==> config.mk <==
export PLATFORM = sky130hd
export DESIGN_NAME = hashvoodoo_stim_seq_flat
export DESIGN_NICKNAME = d
export VERILOG_FILES = /design/src/rtl/hashvoodoo_stim_seq_if.sv /design/src/rtl/hashvoodoo_stim_seq.sv /design/src/flat_wrapper.sv
export SDC_FILE = /design/constraint.sdc
export NUM_CORES = 1
export LEC_CHECK = 0
export BUFFER_PORTS_ARGS = -buffer_cell sky130_fd_sc_hd__buf_2
export CAP_MARGIN = 20
export CORE_AREA = 3 3 167 169
export CTS_CLUSTER_SIZE = 14
export DETAILED_ROUTE_END_ITERATION = 10
export DIE_AREA = 0 0 170 172
export SLEW_MARGIN = 40
export SYNTH_ARGS = -nofsm -noshare
export SYNTH_HDL_FRONTEND = slang
export SYNTH_SLANG_ARGS = --single-unit
==> constraint.sdc <==
create_clock -name clk -period 8.6 [get_ports clk]
set_input_delay 0.86 -clock clk [delete_from_list [all_inputs] [get_ports clk]]
set_output_delay 0.86 -clock clk [all_outputs]
set_load 0.05 [all_outputs]
==> src/rtl/hashvoodoo_stim_seq_if.sv <==
// Host controls and miner-facing stimulus of hashvoodoo_stim_seq.
// 'master' is the host/test side that requests a run; 'slave' is the sequencer itself.
interface hashvoodoo_stim_seq_if #(
  parameter int unsigned NUM_CH     = 1,
  parameter int unsigned WORK_BYTES = 44
);
  logic                    enable;
  logic [WORK_BYTES*8-1:0] work_data;
  logic [31:0]             expected_nonce;
  logic                    nonce_valid;
  logic [31:0]             nonce;
  logic                    rxd;
  logic [NUM_CH-1:0]       start_mining;
  logic                    busy;
  logic                    done;
  logic                    pass;
  logic                    timeout;
  logic [7:0]              mismatch_cnt;

  modport master (
    output enable, work_data, expected_nonce, nonce_valid, nonce,
    input  rxd, start_mining, busy, done, pass, timeout, mismatch_cnt
  );

  modport slave (
    input  enable, work_data, expected_nonce, nonce_valid, nonce,
    output rxd, start_mining, busy, done, pass, timeout, mismatch_cnt
  );
endinterface

==> src/rtl/hashvoodoo_stim_seq.sv <==
// HashVoodoo stimulus sequencer: settle, load the work packet serially on rxd, pulse
// start_mining per channel, then await the golden nonce. HV_STIM_PARITY_EN selects 8E1 framing.
module hashvoodoo_stim_seq #(
  parameter int unsigned NUM_CH         = 1,
  parameter int unsigned STARTUP_CYCLES = 10,
  parameter int unsigned WORK_BYTES     = 44,
  parameter int unsigned BAUD_DIV       = 16,
  parameter int unsigned STAGGER_CYCLES = 0,
  parameter int unsigned PULSE_CYCLES   = 1,
  parameter int unsigned TIMEOUT_CYCLES = 100000
) (
  input  logic                  clk,
  input  logic                  reset_n,
  hashvoodoo_stim_seq_if.slave  bus
);

`ifdef HV_STIM_PARITY_EN
  localparam int unsigned FRAME_BITS = 11;
`else
  localparam int unsigned FRAME_BITS = 10;
`endif
  localparam int unsigned START_LEN = (NUM_CH - 1) * STAGGER_CYCLES + PULSE_CYCLES;
  localparam int unsigned CNT_MAX0  = (STARTUP_CYCLES > START_LEN) ? STARTUP_CYCLES : START_LEN;
  localparam int unsigned CNT_MAX   = (CNT_MAX0 > TIMEOUT_CYCLES) ? CNT_MAX0 : TIMEOUT_CYCLES;
  localparam int unsigned CNT_W     = $clog2(CNT_MAX + 1);
  localparam int unsigned BAUD_W    = $clog2(BAUD_DIV);
  localparam int unsigned BIT_W     = $clog2(FRAME_BITS);
  localparam int unsigned BYTE_W    = (WORK_BYTES > 1) ? $clog2(WORK_BYTES) : 1;

  typedef enum logic [2:0] {
    ST_IDLE, ST_STARTUP, ST_SEND, ST_START, ST_WAIT, ST_DONE
  } state_e;

  state_e              state_q, state_d;
  logic [CNT_W-1:0]    cnt_q, cnt_d;
  logic [BAUD_W-1:0]   baud_q, baud_d;
  logic [BIT_W-1:0]    bit_q, bit_d;
  logic [BYTE_W-1:0]   byte_q, byte_d;
  logic                en_q;
  logic                pass_q, pass_d;
  logic                timeout_q, timeout_d;
  logic [7:0]          mm_q, mm_d;
  logic                rxd_q, rxd_d;
  logic [NUM_CH-1:0]   sm_q, sm_d;
  logic                busy_q, busy_d;
  logic                done_q, done_d;
  logic [7:0]          cur_byte;
  logic [BIT_W-1:0]    data_idx;
  logic                match;

  assign match = bus.nonce_valid && (bus.nonce == bus.expected_nonce);

  // NOTE: every variable gets a default first so no path through the case can infer a latch.
  always_comb begin
    state_d   = state_q;
    cnt_d     = cnt_q;
    baud_d    = baud_q;
    bit_d     = bit_q;
    byte_d    = byte_q;
    pass_d    = pass_q;
    timeout_d = timeout_q;
    mm_d      = mm_q;

    unique case (state_q)
      ST_IDLE: begin
        if (en_q) begin
          state_d   = ST_STARTUP;
          cnt_d     = '0;
          pass_d    = 1'b0;
          timeout_d = 1'b0;
          mm_d      = '0;
        end
      end
      ST_STARTUP: begin
        if (cnt_q == CNT_W'(STARTUP_CYCLES - 1)) begin
          state_d = ST_SEND;
          baud_d  = '0;
          bit_d   = '0;
          byte_d  = '0;
        end else begin
          cnt_d = cnt_q + CNT_W'(1);
        end
      end
      ST_SEND: begin
        if (baud_q == BAUD_W'(BAUD_DIV - 1)) begin
          baud_d = '0;
          if (bit_q == BIT_W'(FRAME_BITS - 1)) begin
            bit_d = '0;
            if (byte_q == BYTE_W'(WORK_BYTES - 1)) begin
              state_d = ST_START;
              cnt_d   = '0;
            end else begin
              byte_d = byte_q + BYTE_W'(1);
            end
          end else begin
            bit_d = bit_q + BIT_W'(1);
          end
        end else begin
          baud_d = baud_q + BAUD_W'(1);
        end
      end
      ST_START: begin
        if (cnt_q == CNT_W'(START_LEN - 1)) begin
          state_d = ST_WAIT;
          cnt_d   = '0;
        end else begin
          cnt_d = cnt_q + CNT_W'(1);
        end
      end
      ST_WAIT: begin
        // A match on the terminal timeout cycle wins over the timeout.
        if (match) begin
          pass_d  = 1'b1;
          state_d = ST_DONE;
        end else begin
          if (bus.nonce_valid && (mm_q != 8'hFF)) mm_d = mm_q + 8'd1;
          if (cnt_q == CNT_W'(TIMEOUT_CYCLES - 1)) begin
            timeout_d = 1'b1;
            state_d   = ST_DONE;
          end else begin
            cnt_d = cnt_q + CNT_W'(1);
          end
        end
      end
      ST_DONE: begin
        if (!en_q) state_d = ST_IDLE;
      end
      default: state_d = ST_IDLE;
    endcase
  end

  // Outputs are decoded from the next state so the registered copies line up with state_q.
  always_comb begin
    cur_byte = 8'(bus.work_data >> {byte_d, 3'b000});
    data_idx = bit_d - BIT_W'(1);
    rxd_d    = 1'b1;
    if (state_d == ST_SEND) begin
      if (bit_d == '0) begin
        rxd_d = 1'b0;
      end else if (bit_d == BIT_W'(FRAME_BITS - 1)) begin
        rxd_d = 1'b1;
`ifdef HV_STIM_PARITY_EN
      end else if (bit_d == BIT_W'(9)) begin
        rxd_d = ^cur_byte;
`endif
      end else begin
        rxd_d = cur_byte[data_idx[2:0]];
      end
    end

    sm_d = '0;
    for (int unsigned i = 0; i < NUM_CH; i++) begin
      sm_d[i] = (state_d == ST_START)
             && (32'(cnt_d) >= i * STAGGER_CYCLES)
             && (32'(cnt_d) <  i * STAGGER_CYCLES + PULSE_CYCLES);
    end

    busy_d = (state_d == ST_STARTUP) || (state_d == ST_SEND)
          || (state_d == ST_START)   || (state_d == ST_WAIT);
    done_d = (state_d == ST_DONE);
  end

  // NOTE: state registers use non-blocking assignments so every flop samples pre-edge values.
  always_ff @(posedge clk or negedge reset_n) begin
    if (!reset_n) begin
      state_q   <= ST_IDLE;
      cnt_q     <= '0;
      baud_q    <= '0;
      bit_q     <= '0;
      byte_q    <= '0;
      en_q      <= 1'b0;
      pass_q    <= 1'b0;
      timeout_q <= 1'b0;
      mm_q      <= '0;
      rxd_q     <= 1'b1;
      sm_q      <= '0;
      busy_q    <= 1'b0;
      done_q    <= 1'b0;
    end else begin
      state_q   <= state_d;
      cnt_q     <= cnt_d;
      baud_q    <= baud_d;
      bit_q     <= bit_d;
      byte_q    <= byte_d;
      en_q      <= bus.enable;
      pass_q    <= pass_d;
      timeout_q <= timeout_d;
      mm_q      <= mm_d;
      rxd_q     <= rxd_d;
      sm_q      <= sm_d;
      busy_q    <= busy_d;
      done_q    <= done_d;
    end
  end

  assign bus.rxd          = rxd_q;
  assign bus.start_mining = sm_q;
  assign bus.busy         = busy_q;
  assign bus.done         = done_q;
  assign bus.pass         = pass_q;
  assign bus.timeout      = timeout_q;
  assign bus.mismatch_cnt = mm_q;

endmodule

==> src/flat_wrapper.sv <==
// flat-port wrapper written by rule: the top's interface ports become plain ports
module hashvoodoo_stim_seq_flat 
#(
  parameter int unsigned NUM_CH         = 1,
  parameter int unsigned STARTUP_CYCLES = 10,
  parameter int unsigned WORK_BYTES     = 44,
  parameter int unsigned BAUD_DIV       = 16,
  parameter int unsigned STAGGER_CYCLES = 0,
  parameter int unsigned PULSE_CYCLES   = 1,
  parameter int unsigned TIMEOUT_CYCLES = 100000
)
  (clk, reset_n, bus_enable, bus_work_data, bus_expected_nonce, bus_nonce_valid, bus_nonce, bus_rxd, bus_start_mining, bus_busy, bus_done, bus_pass, bus_timeout, bus_mismatch_cnt);
  hashvoodoo_stim_seq_if #(.NUM_CH(NUM_CH), .WORK_BYTES(WORK_BYTES)) bus_i ();
  input  logic clk;
  input  logic reset_n;
  input wire logic [$bits(bus_i.enable)-1:0] bus_enable;
  input wire logic [$bits(bus_i.work_data)-1:0] bus_work_data;
  input wire logic [$bits(bus_i.expected_nonce)-1:0] bus_expected_nonce;
  input wire logic [$bits(bus_i.nonce_valid)-1:0] bus_nonce_valid;
  input wire logic [$bits(bus_i.nonce)-1:0] bus_nonce;
  output wire logic [$bits(bus_i.rxd)-1:0] bus_rxd;
  output wire logic [$bits(bus_i.start_mining)-1:0] bus_start_mining;
  output wire logic [$bits(bus_i.busy)-1:0] bus_busy;
  output wire logic [$bits(bus_i.done)-1:0] bus_done;
  output wire logic [$bits(bus_i.pass)-1:0] bus_pass;
  output wire logic [$bits(bus_i.timeout)-1:0] bus_timeout;
  output wire logic [$bits(bus_i.mismatch_cnt)-1:0] bus_mismatch_cnt;
  assign bus_i.enable = bus_enable;
  assign bus_i.work_data = bus_work_data;
  assign bus_i.expected_nonce = bus_expected_nonce;
  assign bus_i.nonce_valid = bus_nonce_valid;
  assign bus_i.nonce = bus_nonce;
  assign bus_rxd = bus_i.rxd;
  assign bus_start_mining = bus_i.start_mining;
  assign bus_busy = bus_i.busy;
  assign bus_done = bus_i.done;
  assign bus_pass = bus_i.pass;
  assign bus_timeout = bus_i.timeout;
  assign bus_mismatch_cnt = bus_i.mismatch_cnt;
  hashvoodoo_stim_seq #(.NUM_CH(NUM_CH), .STARTUP_CYCLES(STARTUP_CYCLES), .WORK_BYTES(WORK_BYTES), .BAUD_DIV(BAUD_DIV), .STAGGER_CYCLES(STAGGER_CYCLES), .PULSE_CYCLES(PULSE_CYCLES), .TIMEOUT_CYCLES(TIMEOUT_CYCLES)) u_core (.clk(clk), .reset_n(reset_n), .bus(bus_i));
endmodule
==> impl_metrics.yaml, run 1 <==
route:
  drt_antenna_net_count: 0
  drc: 0
  drt_iter0_markers: 704
  vias_per_cell: 5.626
  dr.pass1.iters: 8
  routed-via-count: 9700
  drt-total-wl_um: 40840
  drt_wl_cell_um: 23.69
logic_synthesis:
  mappedNetlistNets: 1421
  synth.yosys.seq_area_share_pct: 17.45
  most_used_dff_post_synth: "sky130_fd_sc_hd__dfrtp_1"
  post_synth_inst_count: 991
  netlist_area_um2: 7033
  synth.ff_latch_count: 49
  synth_enable_flop_cells: 0
  synth_cell_type_count: 86
  synth_async_sr_flop_share_pct: 100.0
  synth.yosys.warnings: 0
  synthesis.area_per_instance_um2: 7.097
timing:
  worst_slew_pin_tran_ns: 0.8892
  max_clock_freq_mhz: 175.2
  timing_max_transition_violations_final: 0
  timing.setup.tns_ns: 0
  final_min_period_over_clock_period_pct: 66.35
  unrepaired_setup_endpoints_after_global_routing: "false"
  timing.final.hold_violations: 0
  hold-worst-slack_ns: 0.4817
  slew_headroom_pct: 40.72
  finalCriticalPeriod_ns: 5.706
  timing.clock.skew_ns: 0.009285
  finalSetupViolCount: 0
  setup_ws_ns: 2.894
power_and_ir_drop:
  power.combinational.fraction_pct: 49.0
  power.share.switching_pct: 44.24
  power.share.sequential_pct: 30.3
  p_leak_nw: 4.464
  cell_internal_pwr_w: 0.0005403
  power.ir.vdd_worst_uv: 94.18
  power.share.clock_pct: 20.7
  pwr_density_cell_nw_per_um2: 101.7
  total_switching_power_w: 0.0004286
floorplanning:
  floorplan.initialDensity_pct: 26.32
  placement_rows: 60
  num_io_pins: 434
  placeableCoreArea_um2: 26730
  die_width_um: 170
  die_y_um: 172
  design.die.area_um2: 29240
setup_path:
  crit_path_start_kind: "flop"
  cp.required_ns: 8.82
  worstSetupEndpointType: "flop"
  critical_path.reg2reg.endpoint: "u_core.bus.rxd"
  rr_worst_depth: 13
  cp_data_arrival_time_ns: 5.93
  regToRegStartpoint: "u_core.state_q[1]"
  setup_slack_of_the_worst_register_to_register_path_ns: 2.89
  cp_max_fo: 69
  critPathKind: "reg -> reg"
global_routing:
  grt_first_pass_wirelength_um: 58750
  pin_count_of_the_biggest_net_entering_global_routing: 70
  antenna_found_initial: 13
  globalRouteTotalUtil_pct: 26.43
  first_global_vias: 9301
  grt_overflow: 0
final_layout:
  commonest_non_fill_non_tap_cell_in_the_layout: "sky130_fd_sc_hd__buf_2"
  fin_nets: 1805
  post-route-util_pct: 35.65
  final_cell_mix: "433 x sky130_fd_sc_hd__buf_2, 206 x sky130_fd_sc_hd__nand2_1, 60 x sky130_fd_sc_hd__mux2i_1"
  final_layout_size_suffix_gt1_share_pct: 35.25
  final-seq-area_um2: 1227
  synthToLayoutAreaGrowth_pct: 35.47
  finalNonFillerCells: 1724
  final.fill_count: 2961
  multi_input_area_um2: 5359
clock_tree:
  cts_tree: "yes"
  clk_pin_slew_worst_paths_ns: 0.07
  cts-resized-gates: 0
  clk_path_buf_depth: 2
  ctsHtreeMaxLevel: 2
  cts_buffers: 5
  numClockSinks: 49
  clk_latency_ns: 0.30
  cts-hold-fix-buffers: 0
  post-cts-setup-buffers: 0
  cts-root-buf: "sky130_fd_sc_hd__clkbuf_16"
min_path:
  holdPathStages: 2
  hold_path_end: "u_core.bus.pass"
  worst_hold_path_type: "reg -> reg"
  worst_min_path_start: "u_core.bus.pass"
placed_design:
  placement.io_buffers: 433
  setup_slack_at_placement_ns: 2.981
  place_hpwl_um: 33940
  dp.cells: 1709
  finalWeightedCongestion: 1.021
run_status:
  status: "complete, no violations"
job:
  maxCapViolCount: 0
-- how the worst max path moves through the flow --
stage,cells after the start,endpoint,startpoint,slack (ns)
after floorplan,15,u_core.bus.rxd,u_core.state_q[2],5.12
final,13,u_core.bus.rxd,u_core.state_q[1],2.89
after detailed placement,12,u_core.bus.rxd,u_core.state_q[1],2.98
after CTS,12,u_core.bus.rxd,u_core.state_q[1],2.95
after global routing,12,u_core.bus.rxd,u_core.state_q[1],2.58
after global placement,12,u_core.bus.rxd,u_core.state_q[1],3.13
-- synth_stat cells, drive strengths merged (12+ instances only) --
library cell	count	share of area [%]
nand2	207	11
nor4	21	2.0
and3	45	4.0
buf	38	3.7
inv	17	0.91
nor2	54	3.0
o211ai	12	1.3
dfrtp	48	17
xor2	36	4.5
nand3	45	3.2
clkbuf	31	1.7
o21ai	51	3.6
a311oi	15	1.9
a21oi	49	3.5
a31oi	27	2.4
nand4	21	1.9
a211oi	49	5.5
nor3	21	1.6
mux2i	60	8.5
-- kinds of logic (layout without fill, tap and decap cells) --
| group | after synthesis | count (layout) | share of synthesized area, % |
|---|---|---|---|
| muxes | 66 | 66 | 9.820 |
| buffers and inverters | 89 | 474 | 6.458 |
| adders and majority gates | 10 | 10 | 1.779 |
| xor gates and xnor gates | 40 | 40 | 5.248 |
| other | 0 | 7 | 0 |
| and+or+nand+nor | 450 | 450 | 30.64 |
| DFF | 49 | 49 | 17.45 |
| AOI/OAI and AO/OA | 287 | 287 | 28.61 |
-- worst max-delay path, cell delays in order, from the launching register on --
cell and delay (ns):
sky130_fd_sc_hd__dfrtp_1 0.66, sky130_fd_sc_hd__or3b_1 0.66, sky130_fd_sc_hd__or4_4 0.68, sky130_fd_sc_hd__xnor2_4 0.59
sky130_fd_sc_hd__nand2_4 0.46, sky130_fd_sc_hd__clkinv_2 0.31, sky130_fd_sc_hd__buf_4 0.68, sky130_fd_sc_hd__mux2i_1 0.16
sky130_fd_sc_hd__a211oi_1 0.48, sky130_fd_sc_hd__nor4b_1 0.12, sky130_fd_sc_hd__a21oi_1 0.12, sky130_fd_sc_hd__nor4b_1 0.36
sky130_fd_sc_hd__a211oi_1 0.10, sky130_fd_sc_hd__o21ai_1 0.16
-- metrics by stage --
step                instance area, µm²   power, W
floorplan                         7033  0.0005441
global placement                  9360  0.0007688
detailed placement                9364  0.0007664
CTS                               9507  0.0009698
global route                      9523   0.001037
finish                            9528  0.0009689
-- cell type report --
cell class	count	area share, %
tap	341	4.478
timing repair buffer	446	23.90
clock inverter	3	0.1838
clock buffer	5	1.313
sequential	49	12.88
multi-input combinational	853	56.24
antenna	7	0.1838
inverter	20	0.8142
-- flip-flops by register name, indices dropped and copies added (netlist names), 3 cells and up --
register and flops:
u_core.bit_q 4, u_core.cnt_q 17, u_core.state_q 3, u_core.baud_q 4
u_core.byte_q 6, u_core.bus.mismatch_cnt 8
-- power by group through the flow --
stage	clock, W	combinational, W	sequential, W
6_report	0.000200	0.000475	0.000294
4_1_cts	0.000205	0.000472	0.000293
5_1_grt	0.000212	0.000524	0.000301
2_1_floorplan	0	0.000250	0.000294
3_5_place_dp	0	0.000469	0.000298
3_3_place_gp	0	0.000473	0.000295
-- metal layers --
metal / track usage (%) / vias to the layer above / share of wire (%) / wire [µm]
met5: 0 / - / 0.066 / 27
met4: 8.219 / 4 / 3.3 / 1358
met3: 5.235 / 74 / 9.0 / 3675
met2: 44.08 / 568 / 47 / 19100
met1: 34.62 / 4550 / 41 / 16680
li1: - / 4504 / - / -
Power figures use the tool's default switching activity.
==> inputs of run 2 (changes only) <==
--- a/config.mk
+++ b/config.mk
@@ -7,10 +7,10 @@
 export LEC_CHECK = 0
 export BUFFER_PORTS_ARGS = -buffer_cell sky130_fd_sc_hd__buf_2
 export CAP_MARGIN = 20
-export CORE_AREA = 3 3 167 169
+export CORE_AREA = 3 3 168 170
 export CTS_CLUSTER_SIZE = 14
 export DETAILED_ROUTE_END_ITERATION = 10
-export DIE_AREA = 0 0 170 172
+export DIE_AREA = 0 0 171 173
 export SLEW_MARGIN = 40
 export SYNTH_ARGS = -nofsm -noshare
 export SYNTH_HDL_FRONTEND = slang
==> constraint.sdc (replaced) <==
create_clock -name clk -period 5.3 [get_ports clk]
set_input_delay 0.53 -clock clk [delete_from_list [all_inputs] [get_ports clk]]
set_output_delay 0.53 -clock clk [all_outputs]
set_load 0.05 [all_outputs]
==> run 2 against run 1 <==
Against the previous run: count of clock-buffer cells in the layout rose by 1; global-route usage decreased by 0.90 points; die area up 1.2%; critical path depth did not move; wire length shrank 1.4%; first-iteration DRC count up 0.57%; non-clock buffer count is 9 higher; via count about the same; power is 70% higher; flip-flop and latch count is the same; critical path type unchanged.
==> impl_metrics.yaml, run 2 (same netlist as run 1, synthesis figures left out) <==
run_status:
  status: "complete, no violations"
clock_tree:
  cts-root-buf: "sky130_fd_sc_hd__clkbuf_16"
  clk_latency_ns: 0.30
  ctsHtreeMaxLevel: 2
  numClockSinks: 49
  clk_path_buf_depth: 2
  post-cts-setup-buffers: 0
  cts_buffers: 5
  cts-hold-fix-buffers: 0
  cts-resized-gates: 0
  clk_pin_slew_worst_paths_ns: 0.08
  cts_tree: "yes"
min_path:
  holdPathStages: 1
  worst_hold_path_type: "in -> reg"
  worst_min_path_start: "bus_enable"
  hold_path_end: "u_core.en_q"
setup_path:
  cp_slowest_stage_delay_ns: 0.52
  regToRegStartpoint: "u_core.cnt_q[12]"
  critPathBufInv: 2
  critical_path.reg2reg.endpoint: "u_core.bus.rxd"
  cp.required_ns: 5.53
  setup_slack_of_the_worst_register_to_register_path_ns: 0.69
  critical_path.slowest_cell: "sky130_fd_sc_hd__nor4_1"
  worstSetupPathDepth: 13
  critPathKind: "reg -> reg"
  worstSetupEndpointType: "flop"
  cp_data_arrival_time_ns: 4.84
  crit_family: "simple AND/OR/NAND/NOR gates"
  crit_path_start_kind: "flop"
  cp_max_fo: 45
  crit_chain: "nor4_1 -> and4_1 -> nand2_1 -> buf_4 -> nand2_4 -> clkinv_2 -> o21ai_1 -> o22ai_1 -> or4_1 -> a211oi_1 -> nor4b_1 -> a211oi_1 -> o21ai_1"
  rr_worst_depth: 13
final_layout:
  final_cell_mix: "433 x sky130_fd_sc_hd__buf_2, 206 x sky130_fd_sc_hd__nand2_1, 60 x sky130_fd_sc_hd__mux2i_1"
  finalNonFillerCells: 1733
  synthToLayoutAreaGrowth_pct: 37.22
  commonest_non_fill_non_tap_cell_in_the_layout: "sky130_fd_sc_hd__buf_2"
  fin_nets: 1814
  final_layout_size_suffix_gt1_share_pct: 35.67
  finish.instance_area_um2: 9651
  max_flop_register: "u_core.cnt_q"
  largest_register_ffs: 17
timing:
  finalCriticalPeriod_ns: 4.611
  worst_slew_pin_tran_ns: 0.7826
  timing.final.hold_violations: 0
  timing.setup.tns_ns: 0
  finalSetupViolCount: 0
  timing.clock.skew_ns: 0.01126
  final_min_period_over_clock_period_pct: 87.01
  unrepaired_setup_endpoints_after_global_routing: "false"
  slew_headroom_pct: 47.35
  timing_max_transition_violations_final: 0
  max_clock_freq_mhz: 216.9
route:
  drt_wl_cell_um: 23.25
  drt-total-wl_um: 40290
  routed-via-count: 9707
  dr.pass1.iters: 5
  vias_per_cell: 5.601
  drt_iter0_markers: 708
  drt_antenna_net_count: 0
  drc: 0
placed_design:
  placement.cell_area_um2: 9452
  finalWeightedCongestion: 0.9679
  dp.cells: 1718
  place_hpwl_um: 33430
  placement.io_buffers: 433
floorplanning:
  placement_rows: 60
  die_width_um: 171
  floorplan.initialDensity_pct: 26.17
  die_y_um: 173
  design.die.area_um2: 29580
  placeableCoreArea_um2: 26880
  num_io_pins: 434
global_routing:
  first_global_vias: 9309
  globalRouteTotalUtil_pct: 25.53
  antenna_found_initial: 11
  pin_count_of_the_biggest_net_entering_global_routing: 76
  grt_overflow: 0
  grt_first_pass_wirelength_um: 57620
job:
  maxCapViolCount: 0
power_and_ir_drop:
  power.ir.vdd_worst_uv: 107.1
  overall_power_of_the_completed_layout_w: 0.001651
  pwr_density_cell_nw_per_um2: 171.0
  p_leak_nw: 4.526
[run 2: how the worst max path moves through the flow]
stage	start	end	slack (ns)
2_1_floorplan	u_core.state_q[2]	u_core.bus.rxd	1.82
3_3_place_gp	u_core.state_q[1]	u_core.bus.rxd	0.80
3_5_place_dp	u_core.state_q[1]	u_core.bus.rxd	0.80
4_1_cts	u_core.state_q[1]	u_core.bus.rxd	0.77
5_1_grt	u_core.cnt_q[11]	u_core.bus.rxd	0.21
6_report	u_core.cnt_q[12]	u_core.bus.rxd	0.69
[run 2: where the power goes]
group	internal [W]	switching, W	total, W
logic	0.000297	0.000479	0.000776
registers	0.000414	0.0000634	0.000478
clock network	0.000236	0.000160	0.000396
total	0.000948	0.000703	0.00165
[run 2: per-layer routing]
metal	GRT usage (%)	up-vias	wire length (µm)
met1	32.24	4633	16420
li1	-	4515	-
met2	43.90	488	19520
met3	4.824	63	3175
met5	0	-	49
met4	7.646	8	1123
[run 2: cell type report]
type	count	area, µm²
fillers	2996	17230
multi-input cells	853	5368
repair buffers	455	2357
flip-flops and latches	49	1227
well taps	341	426.7
clock buffers	6	138.9
inverters	20	77.57
clock inverters	2	37.54
diodes	7	17.52
[run 2: metrics by stage]
| stage | hold slack, ns | setup WS [ns] | util [%] |
|---|---|---|---|
| 3_5_place_dp | 0.4759 | 0.8015 | 35.17 |
| 5_1_grt | 0.3386 | 0.2113 | 35.90 |
| 3_3_place_gp | 0.4642 | 0.7964 | 35.13 |
| 2_1_floorplan | 0.2344 | 1.820 | - |
| 4_1_cts | 0.3251 | 0.7677 | 35.82 |
| 6_report | 0.3313 | 0.6887 | 35.91 |
